### src/rtl/swd_pkg.sv
// Shared SWD definitions: ack codes and the transfer-sequencer state encoding
// (also intended for swdIF trace tooling).
package swd_pkg;

  localparam logic [2:0] ACK_OK    = 3'b001;
  localparam logic [2:0] ACK_WAIT  = 3'b010;
  localparam logic [2:0] ACK_FAULT = 3'b100;

  typedef enum logic [2:0] {
    S_IDLE   = 3'd0,
    S_LAUNCH = 3'd1,
    S_BUSY   = 3'd2,
    S_EVAL   = 3'd3,
    S_RESP   = 3'd4
  } swd_xfer_state_e;

endpackage

### src/rtl/swd_xfer_match.sv
// Value-match helper for swd_xfer_ctl: masked compare of read data and a
// saturating match re-issue counter. Only used when SWD_XFER_MATCH_EN is defined.
module swd_xfer_match #(
  parameter int CNT_W = 16
) (
  input  logic             clk,
  input  logic             rst,
  input  logic             i_clr,
  input  logic             i_inc,
  input  logic [31:0]      i_dread,
  input  logic [31:0]      i_mask,
  input  logic [31:0]      i_value,
  input  logic [CNT_W-1:0] i_limit,
  output logic             o_miss,
  output logic             o_can_retry
);

  logic [CNT_W-1:0] r_cnt;

  always_ff @(posedge clk) begin
    if (rst || i_clr) begin
      r_cnt <= '0;
    end else if (i_inc && (r_cnt != '1)) begin
      r_cnt <= r_cnt + CNT_W'(1);
    end
  end

  assign o_miss      = (i_dread & i_mask) != i_value;
  assign o_can_retry = r_cnt < i_limit;

endmodule

### src/rtl/swd_xfer_ctl.sv
// SWD transfer sequencer: one DP/AP command at a time, WAIT re-issue up to a limit.
// Optional value-match reads are enabled by defining SWD_XFER_MATCH_EN.
module swd_xfer_ctl #(
  parameter int CNT_W = 16
) (
  input  logic             clk,
  input  logic             rst,
  input  logic [CNT_W-1:0] wait_retry,
  input  logic             abort,
`ifdef SWD_XFER_MATCH_EN
  input  logic [CNT_W-1:0] match_retry,
  input  logic             cmd_match,
  input  logic [31:0]      cmd_mask,
  input  logic [31:0]      cmd_value,
  output logic             rsp_mismatch,
`endif
  input  logic             cmd_valid,
  output logic             cmd_ready,
  input  logic             cmd_apndp,
  input  logic             cmd_rnw,
  input  logic [1:0]       cmd_addr32,
  input  logic [31:0]      cmd_wdata,
  output logic             rsp_valid,
  input  logic             rsp_ready,
  output logic [2:0]       rsp_ack,
  output logic [31:0]      rsp_rdata,
  output logic             rsp_perr,
  output logic [CNT_W-1:0] rsp_retries,
  output logic             swd_go,
  output logic             swd_apndp,
  output logic             swd_rnw,
  output logic [1:0]       swd_addr32,
  output logic [31:0]      swd_dwrite,
  input  logic             swd_idle,
  input  logic [2:0]       swd_ack,
  input  logic [31:0]      swd_dread,
  input  logic             swd_perr
);
  import swd_pkg::*;

  function automatic logic [CNT_W-1:0] sat_inc(input logic [CNT_W-1:0] v);
    return (v == '1) ? v : v + CNT_W'(1);
  endfunction

  swd_xfer_state_e  r_state, w_state_nxt;
  logic             w_accept, w_retry_wait, w_retry_match, w_latch_rsp;
  logic             w_match_hit, w_match_can;
  logic             w_rd_ok;
  logic             r_cmd_ready, r_go, r_rsp_valid;
  logic [CNT_W-1:0] r_wait_cnt, r_retries;
  logic             r_apndp, r_rnw;
  logic [1:0]       r_addr;
  logic [31:0]      r_wdata;
  logic [2:0]       r_rsp_ack;
  logic [31:0]      r_rsp_rdata;
  logic             r_rsp_perr;
  logic [CNT_W-1:0] r_rsp_retries;

  assign w_rd_ok = r_rnw && (swd_ack == ACK_OK);

`ifdef SWD_XFER_MATCH_EN
  logic        r_match, r_mismatch;
  logic [31:0] r_mask, r_value;
  logic        w_miss, w_can_retry;

  swd_xfer_match #(.CNT_W(CNT_W)) u_match (
    .clk        (clk),
    .rst        (rst),
    .i_clr      (w_accept),
    .i_inc      (w_retry_match),
    .i_dread    (swd_dread),
    .i_mask     (r_mask),
    .i_value    (r_value),
    .i_limit    (match_retry),
    .o_miss     (w_miss),
    .o_can_retry(w_can_retry)
  );

  assign w_match_hit = r_match && w_rd_ok && !swd_perr && w_miss;
  assign w_match_can = w_can_retry;

  always_ff @(posedge clk) begin
    if (rst) begin
      r_match    <= 1'b0;
      r_mask     <= '0;
      r_value    <= '0;
      r_mismatch <= 1'b0;
    end else begin
      if (w_accept) begin
        r_match <= cmd_match;
        r_mask  <= cmd_mask;
        r_value <= cmd_value;
      end
      if (w_latch_rsp) r_mismatch <= w_match_hit;
    end
  end

  assign rsp_mismatch = r_mismatch;
`else
  assign w_match_hit = 1'b0;
  assign w_match_can = 1'b0;
`endif

  always_ff @(posedge clk) begin
    if (rst) r_state <= S_IDLE;
    else     r_state <= w_state_nxt;
  end

  always_comb begin
    w_state_nxt   = r_state;
    w_accept      = 1'b0;
    w_retry_wait  = 1'b0;
    w_retry_match = 1'b0;
    w_latch_rsp   = 1'b0;
    case (r_state)
      S_IDLE: begin
        if (cmd_valid && r_cmd_ready) begin
          w_accept    = 1'b1;
          w_state_nxt = S_LAUNCH;
        end
      end
      // swd_idle already low here counts as started (cooling overlap)
      S_LAUNCH: if (!swd_idle) w_state_nxt = S_BUSY;
      S_BUSY:   if (swd_idle)  w_state_nxt = S_EVAL;
      S_EVAL: begin
        if ((swd_ack == ACK_WAIT) && (r_wait_cnt < wait_retry) && !abort) begin
          w_retry_wait = 1'b1;
          w_state_nxt  = S_LAUNCH;
        end else if (w_match_hit && w_match_can && !abort) begin
          w_retry_match = 1'b1;
          w_state_nxt   = S_LAUNCH;
        end else begin
          w_latch_rsp = 1'b1;
          w_state_nxt = S_RESP;
        end
      end
      S_RESP:   if (rsp_ready) w_state_nxt = S_IDLE;
      default:  w_state_nxt = S_IDLE;
    endcase
  end

  // Handshake outputs are registered from the next state
  always_ff @(posedge clk) begin
    if (rst) begin
      r_cmd_ready <= 1'b0;
      r_go        <= 1'b0;
      r_rsp_valid <= 1'b0;
      r_wait_cnt  <= '0;
      r_retries   <= '0;
    end else begin
      r_cmd_ready <= (w_state_nxt == S_IDLE);
      r_go        <= (w_state_nxt == S_LAUNCH);
      r_rsp_valid <= (w_state_nxt == S_RESP);
      if (w_accept) begin
        r_wait_cnt <= '0;
        r_retries  <= '0;
      end else begin
        if (w_retry_wait) r_wait_cnt <= sat_inc(r_wait_cnt);
        if (w_retry_wait || w_retry_match) r_retries <= sat_inc(r_retries);
      end
    end
  end

  always_ff @(posedge clk) begin
    if (rst) begin
      r_apndp       <= 1'b0;
      r_rnw         <= 1'b0;
      r_addr        <= '0;
      r_wdata       <= '0;
      r_rsp_ack     <= '0;
      r_rsp_rdata   <= '0;
      r_rsp_perr    <= 1'b0;
      r_rsp_retries <= '0;
    end else begin
      if (w_accept) begin
        r_apndp <= cmd_apndp;
        r_rnw   <= cmd_rnw;
        r_addr  <= cmd_addr32;
        r_wdata <= cmd_wdata;
      end
      if (w_latch_rsp) begin
        r_rsp_ack     <= swd_ack;
        r_rsp_rdata   <= w_rd_ok ? swd_dread : 32'h0;
        r_rsp_perr    <= w_rd_ok && swd_perr;
        r_rsp_retries <= r_retries;
      end
    end
  end

  assign cmd_ready   = r_cmd_ready;
  assign rsp_valid   = r_rsp_valid;
  assign rsp_ack     = r_rsp_ack;
  assign rsp_rdata   = r_rsp_rdata;
  assign rsp_perr    = r_rsp_perr;
  assign rsp_retries = r_rsp_retries;
  assign swd_go      = r_go;
  assign swd_apndp   = r_apndp;
  assign swd_rnw     = r_rnw;
  assign swd_addr32  = r_addr;
  assign swd_dwrite  = r_wdata;

endmodule

### config.mk
export PLATFORM = sky130hd
export DESIGN_NAME = swd_xfer_ctl
export DESIGN_NICKNAME = d
export VERILOG_FILES = /design/src/rtl/swd_pkg.sv /design/src/rtl/swd_xfer_match.sv /design/src/rtl/swd_xfer_ctl.sv
export SDC_FILE = /design/constraint.sdc
export NUM_CORES = 1
export LEC_CHECK = 0
export CAP_MARGIN = 0
export CORE_AREA = 2 2 113 115
export DETAILED_ROUTE_END_ITERATION = 6
export DIE_AREA = 0 0 115 117
export PLACE_DENSITY_LB_ADDON = 0.08
export SLEW_MARGIN = 20
export SYNTH_ARGS = -nofsm -noshare
export SYNTH_HDL_FRONTEND = slang
export SYNTH_SLANG_ARGS = --single-unit
### constraint.sdc
create_clock -name clk -period 2.7 [get_ports clk]
set_input_delay 0.54 -clock clk [delete_from_list [all_inputs] [get_ports clk]]
set_output_delay 0.54 -clock clk [all_outputs]
set_load 0.03 [all_outputs]
# --- Word-level counts from Yosys, hierarchy flattened ---
# Cells that the tools add are included.
totals:
  regBits: 126
  inputBits: 94
  word_cells: 53
classes:
  n_addsub: 2
  n_lt_le_gt_ge: 1
  eq_ne: 10
  n_mux: 13
  bitwise: 2
  reduce_logical: 11
op_table:
  columns: ["operator", "count"]
  rows:
  - ["adder 16 x 1 -> 16 bit (second input constant)", 2]
  - ["equality test 16 bit (second input constant)", 2]
  - ["two-way mux 32 bit", 1]
  - ["< comparator 16 bit", 1]
  - ["two-way mux 3 bit", 5]
  - ["one-hot mux 3 bit (5 select lines)", 1]
  - ["equality test 3 x 1 -> 1 bit (second input constant)", 3]
  - ["equality test 3 x 2 -> 1 bit (second input constant)", 3]
  - ["equality test 3 bit (second input constant)", 2]
  - ["logical NOT 3 bit", 2]
  - ["two-way mux 1 bit", 6]
  - ["logical AND 1 bit", 5]
  - ["AND reduction 2 bit", 2]
  - ["inverter 1 bit", 2]
  - ["OR reduction 2 bit", 1]
  - ["logical NOT 1 bit", 1]

# --- Longest topological paths before layout ---
logic_depth:
  depth_word: 6
  ltp_mapped: 10
  depth_no_buf: 8

# --- Worst setup path before layout ---
# Ideal clock, no wire load.
synth_path:
  path_kind: "input to register"
  start: "input wait_retry[15]"
  end: "register r_rsp_retries[4], in the netlist rsp_retries[4]"
  arrival_time_ps: 2261
  required_ps: 2572
  setup_slack_ps: 312
  path_stages: 9
  cell_sequence: "inv_1 ha_1 or4b_1 nor3_4 a31oi_1 buf_2 buf_6 mux2i_1 nor2_1"
synth_between:
  elab_chain_cells: 5
synth_lines:
  columns: ["item", "line_no", "text"]
  rows:
  - ["start: declaration", "swd_xfer_ctl.sv:8", "input logic [CNT_W-1:0] wait_retry,"]
  - ["< comparator 16 bit", "swd_xfer_ctl.sv:126", "if ((swd_ack == ACK_WAIT) && (r_wait_cnt < wait_retry) && !abort) begin"]
  - ["logical AND 1 bit (2 in a row)", "swd_xfer_ctl.sv:126", null]
  - ["two-way mux 1 bit", "swd_xfer_ctl.sv:126", null]
  - ["two-way mux 1 bit", "swd_xfer_ctl.sv:115", "case (r_state)"]
  - ["end signal: assignment", "swd_xfer_ctl.sv:185", "r_rsp_retries <= r_retries;"]
  - ["end: declaration", "swd_xfer_ctl.sv:57", "logic [CNT_W-1:0] r_rsp_retries;"]
# Every way passes these cells.
# A chain may end at the register's enable or synchronous reset.

# --- Final worst setup path ---
layout_path:
  start: "input wait_retry[13]"
  end: "register r_wait_cnt[13]"
layout_between:
  elab_chain_cells: 6
layout_lines:
  columns: ["item", "line_no", "text"]
  rows:
  - ["< comparator 16 bit", "swd_xfer_ctl.sv:126", null]
  - ["logical AND 1 bit (2 in a row)", "swd_xfer_ctl.sv:126", null]
  - ["two-way mux 1 bit", "swd_xfer_ctl.sv:126", null]
  - ["two-way mux 1 bit", "swd_xfer_ctl.sv:115", null]
  - ["AND reduction 2 bit (no line)", null, null]
  - ["end signal: assignment", "swd_xfer_ctl.sv:158", "if (w_retry_wait) r_wait_cnt <= sat_inc(r_wait_cnt);"]
  - ["end: declaration", "swd_xfer_ctl.sv:50", "logic [CNT_W-1:0] r_wait_cnt, r_retries;"]
# Every way passes these cells.

==> impl_metrics.ini <==
[detailed_routing]
wl_mm = 15.12
drtAntennaViolNets = 0
drc_errors = 0
routed_via_density = 5.145
drt_iter0_markers = 277
drtPass1Iterations = 4
wl_per_cell_um = 15.04
vias = 5171

[sta]
setup_viol = 0
finClkSkew_ns = 0.006682
max_slew_margin = 0.6109
worst_slack_ns = 0.1115
grt_setup_unrepaired = no
max_freq_mhz = 386.3
fin_crit_sh = 0.9587
hold_viol = 0
min_period_ns = 2.588
maxSlewViolCount = 0
holdWs_ns = 0.4531
worstMarginPinSlew_ns = 0.5837

[yosys]
synth_edf_count = 0
async_flop_share = 0
synthesis.area_sq_um = 5408
ys_types = 39
syn-num-nets = 757
ys_ff_latch = 126
syn_inst = 646
synth.avg_cell_area_sq_um = 8.371
synth-seq-area-share = 0.4665
synthFlopType = dfxtp_1
yosysWarningCount = 0

[global_routing]
grt_max_degree = 67
grt_overflow = 0
grt_pass1_vias = 4877
antenna_found_initial = 0
grt_first_pass_wirelength_mm = 23.58
grt_usage = 0.2207

[place]
dp_slack_ns = -0.2863
io_buffers = 184
place.gp.congestion = 0.8153
place_area_sq_um = 7592
hpwl_mm = 10.88

[worst_setup_path]
critPathLaunchType = input pin
crit_fanout = 6
required_ns = 3.02
cp-end-kind = flip-flop
crit_type = input pin to flip-flop
cp.arrival_ns = 2.91

[power]
switchingPower_mw = 1.045
switching_share = 0.2295
combPwrFrac = 0.109
clockPowerShare = 0.468
finalPower_mw = 4.553
p_seq_frac = 0.423
power.leakage_nw = 2.946
p_per_area_nw_per_um2 = 553.7
ir_drop_uv = 327.3
internal-power_mw = 3.508

[clocking]
clk_pin_slew_ns = 0.05
cts_sinks = 126
clkLatencyLatePin_ns = 0.40
h-tree-depth = 4
cts_tree = yes
cts-root-buf = clkbuf_16
cts_hold_buf = 0
clockBufferDepth = 2
cts_buffers = 17

[job]
max_cap_viol_count = 0

[cells_and_area]
area_growth_pct = 52.06
layout_commonest_cell = clkdlybuf4s50_1
diodes = 0
nets = 953
final_util = 0.6679
layout_common_cells = clkdlybuf4s50_1, dfxtp_1, nand2_1
layout-drive-gt1-share = 0.09357
fill_cells = 1000
design_area_sq_um = 8223

[floorplan]
die_h_um = 117
rows = 41
dieArea_sq_um = 13460
core_sq_um = 12310
die_x_um = 115
start_util = 0.4392
ios = 185

[status]
status = finished clean

[min_path]
hold_class = flip-flop to flip-flop
==> through the flow <==
| step | cells | TNS, ns |
|---|---|---|
| 2_1_floorplan | 646 | 0 |
| 3_3_place_gp | 972 | -14.23 |
| 3_5_place_dp | 972 | -17.70 |
| 4_1_cts | 1004 | 0 |
| 5_1_grt | 1005 | 0 |
| 6_report | 1005 | 0 |
==> kinds of logic after synthesis <==
group,count (synthesis),synth area share
AND/OR/NAND/NOR,285,0.2712
AO/OA/AOI/OAI,137,0.1344
adder cells (fa/ha/maj),17,0.03933
multiplexers,21,0.03887
flip-flops,126,0.4665
XOR/XNOR,3,0.004860
buffers and inverters,57,0.04489
==> area by class of cell <==
cell class	count	area, sq um	share of cell area
clock buffers	26	499.2	0.06071
clock inverters	6	57.56	0.006999
repair buffers	216	2183	0.2655
inverters	18	67.56	0.008217
flip-flops and latches	126	2522	0.3068
well taps	150	187.7	0.02282
multi-input cells	463	2705	0.3290
==> power groups by stage <==
| stage | logic, mW | registers [mW] | clock network, mW |
|---|---|---|---|
| after floorplan | 0.146 | 2.04 | 0 |
| after global placement | 0.489 | 1.96 | 0 |
| after detailed placement | 0.494 | 1.97 | 0 |
| after CTS | 0.497 | 1.93 | 2.18 |
| after global routing | 0.530 | 1.93 | 2.27 |
| final | 0.495 | 1.93 | 2.13 |
==> path summary, 6_finish.rpt <==
path	start	endpoint	slack, ns	cells past startpoint
max	wait_retry[13]	r_wait_cnt[13]	0.11	10
min	swd_dwrite[10]	swd_dwrite[10]	0.45	2
max reg2reg	r_wait_cnt[15]	r_wait_cnt[13]	0.30	7
min reg2reg	swd_dwrite[10]	swd_dwrite[10]	0.45	2
==> flip-flops by register name (all words and copies together) (netlist names), 2 cells and up <==
register	count
r_wait_cnt	16
rsp_ack	3
rsp_retries	16
rsp_rdata	32
r_state	3
swd_dwrite	32
r_retries	16
swd_addr32	2
==> worst max-delay path, cell delays in order <==
cell and delay, ns:
clkdlybuf4s50_1 0.46, inv_1 0.04, ha_1 0.30, a211oi_1 0.24, nor2_1 0.13, nor3_4 0.31
nand4_4 0.22, buf_6 0.19, or3_1 0.34, a21oi_1 0.17
==> cells in the mapped netlist, types with 4 or more instances <==
master,count,area [sq um]
and4_1,4,35.03
dfxtp_1,126,2522
mux2i_1,21,210.2
o21ai_1,50,250.2
nor3_1,7,35.03
or4_1,4,30.03
nand3_1,52,260.3
clkbuf_1,28,105.1
or3_1,27,168.9
nand2b_1,34,212.7
buf_2,8,40.04
inv_1,18,67.56
and3_1,9,56.30
o21ai_0,11,55.05
nor2_1,36,135.1
ha_1,17,212.7
nand2_1,89,334.1
a21oi_1,67,335.3
nand4_1,9,56.30
==> timing repair <==
| item | in CTS | in global routing |
|---|---|---|
| endpoints found under the setup margin | 0 | 3 |
| resized for setup | 0 | 13 |
| buffers inserted | 0 | 0 |
| endpoints found under the hold margin | 0 | 0 |
==> layer usage <==
metal / part of all wire / global-route usage
met2: 0.50 / 0.3667
met4: 0.016 / 0.08193
met1: 0.43 / 0.2768
met3: 0.050 / 0.05870
met5: 0 / 0
Power figures use the tool's default switching activity.
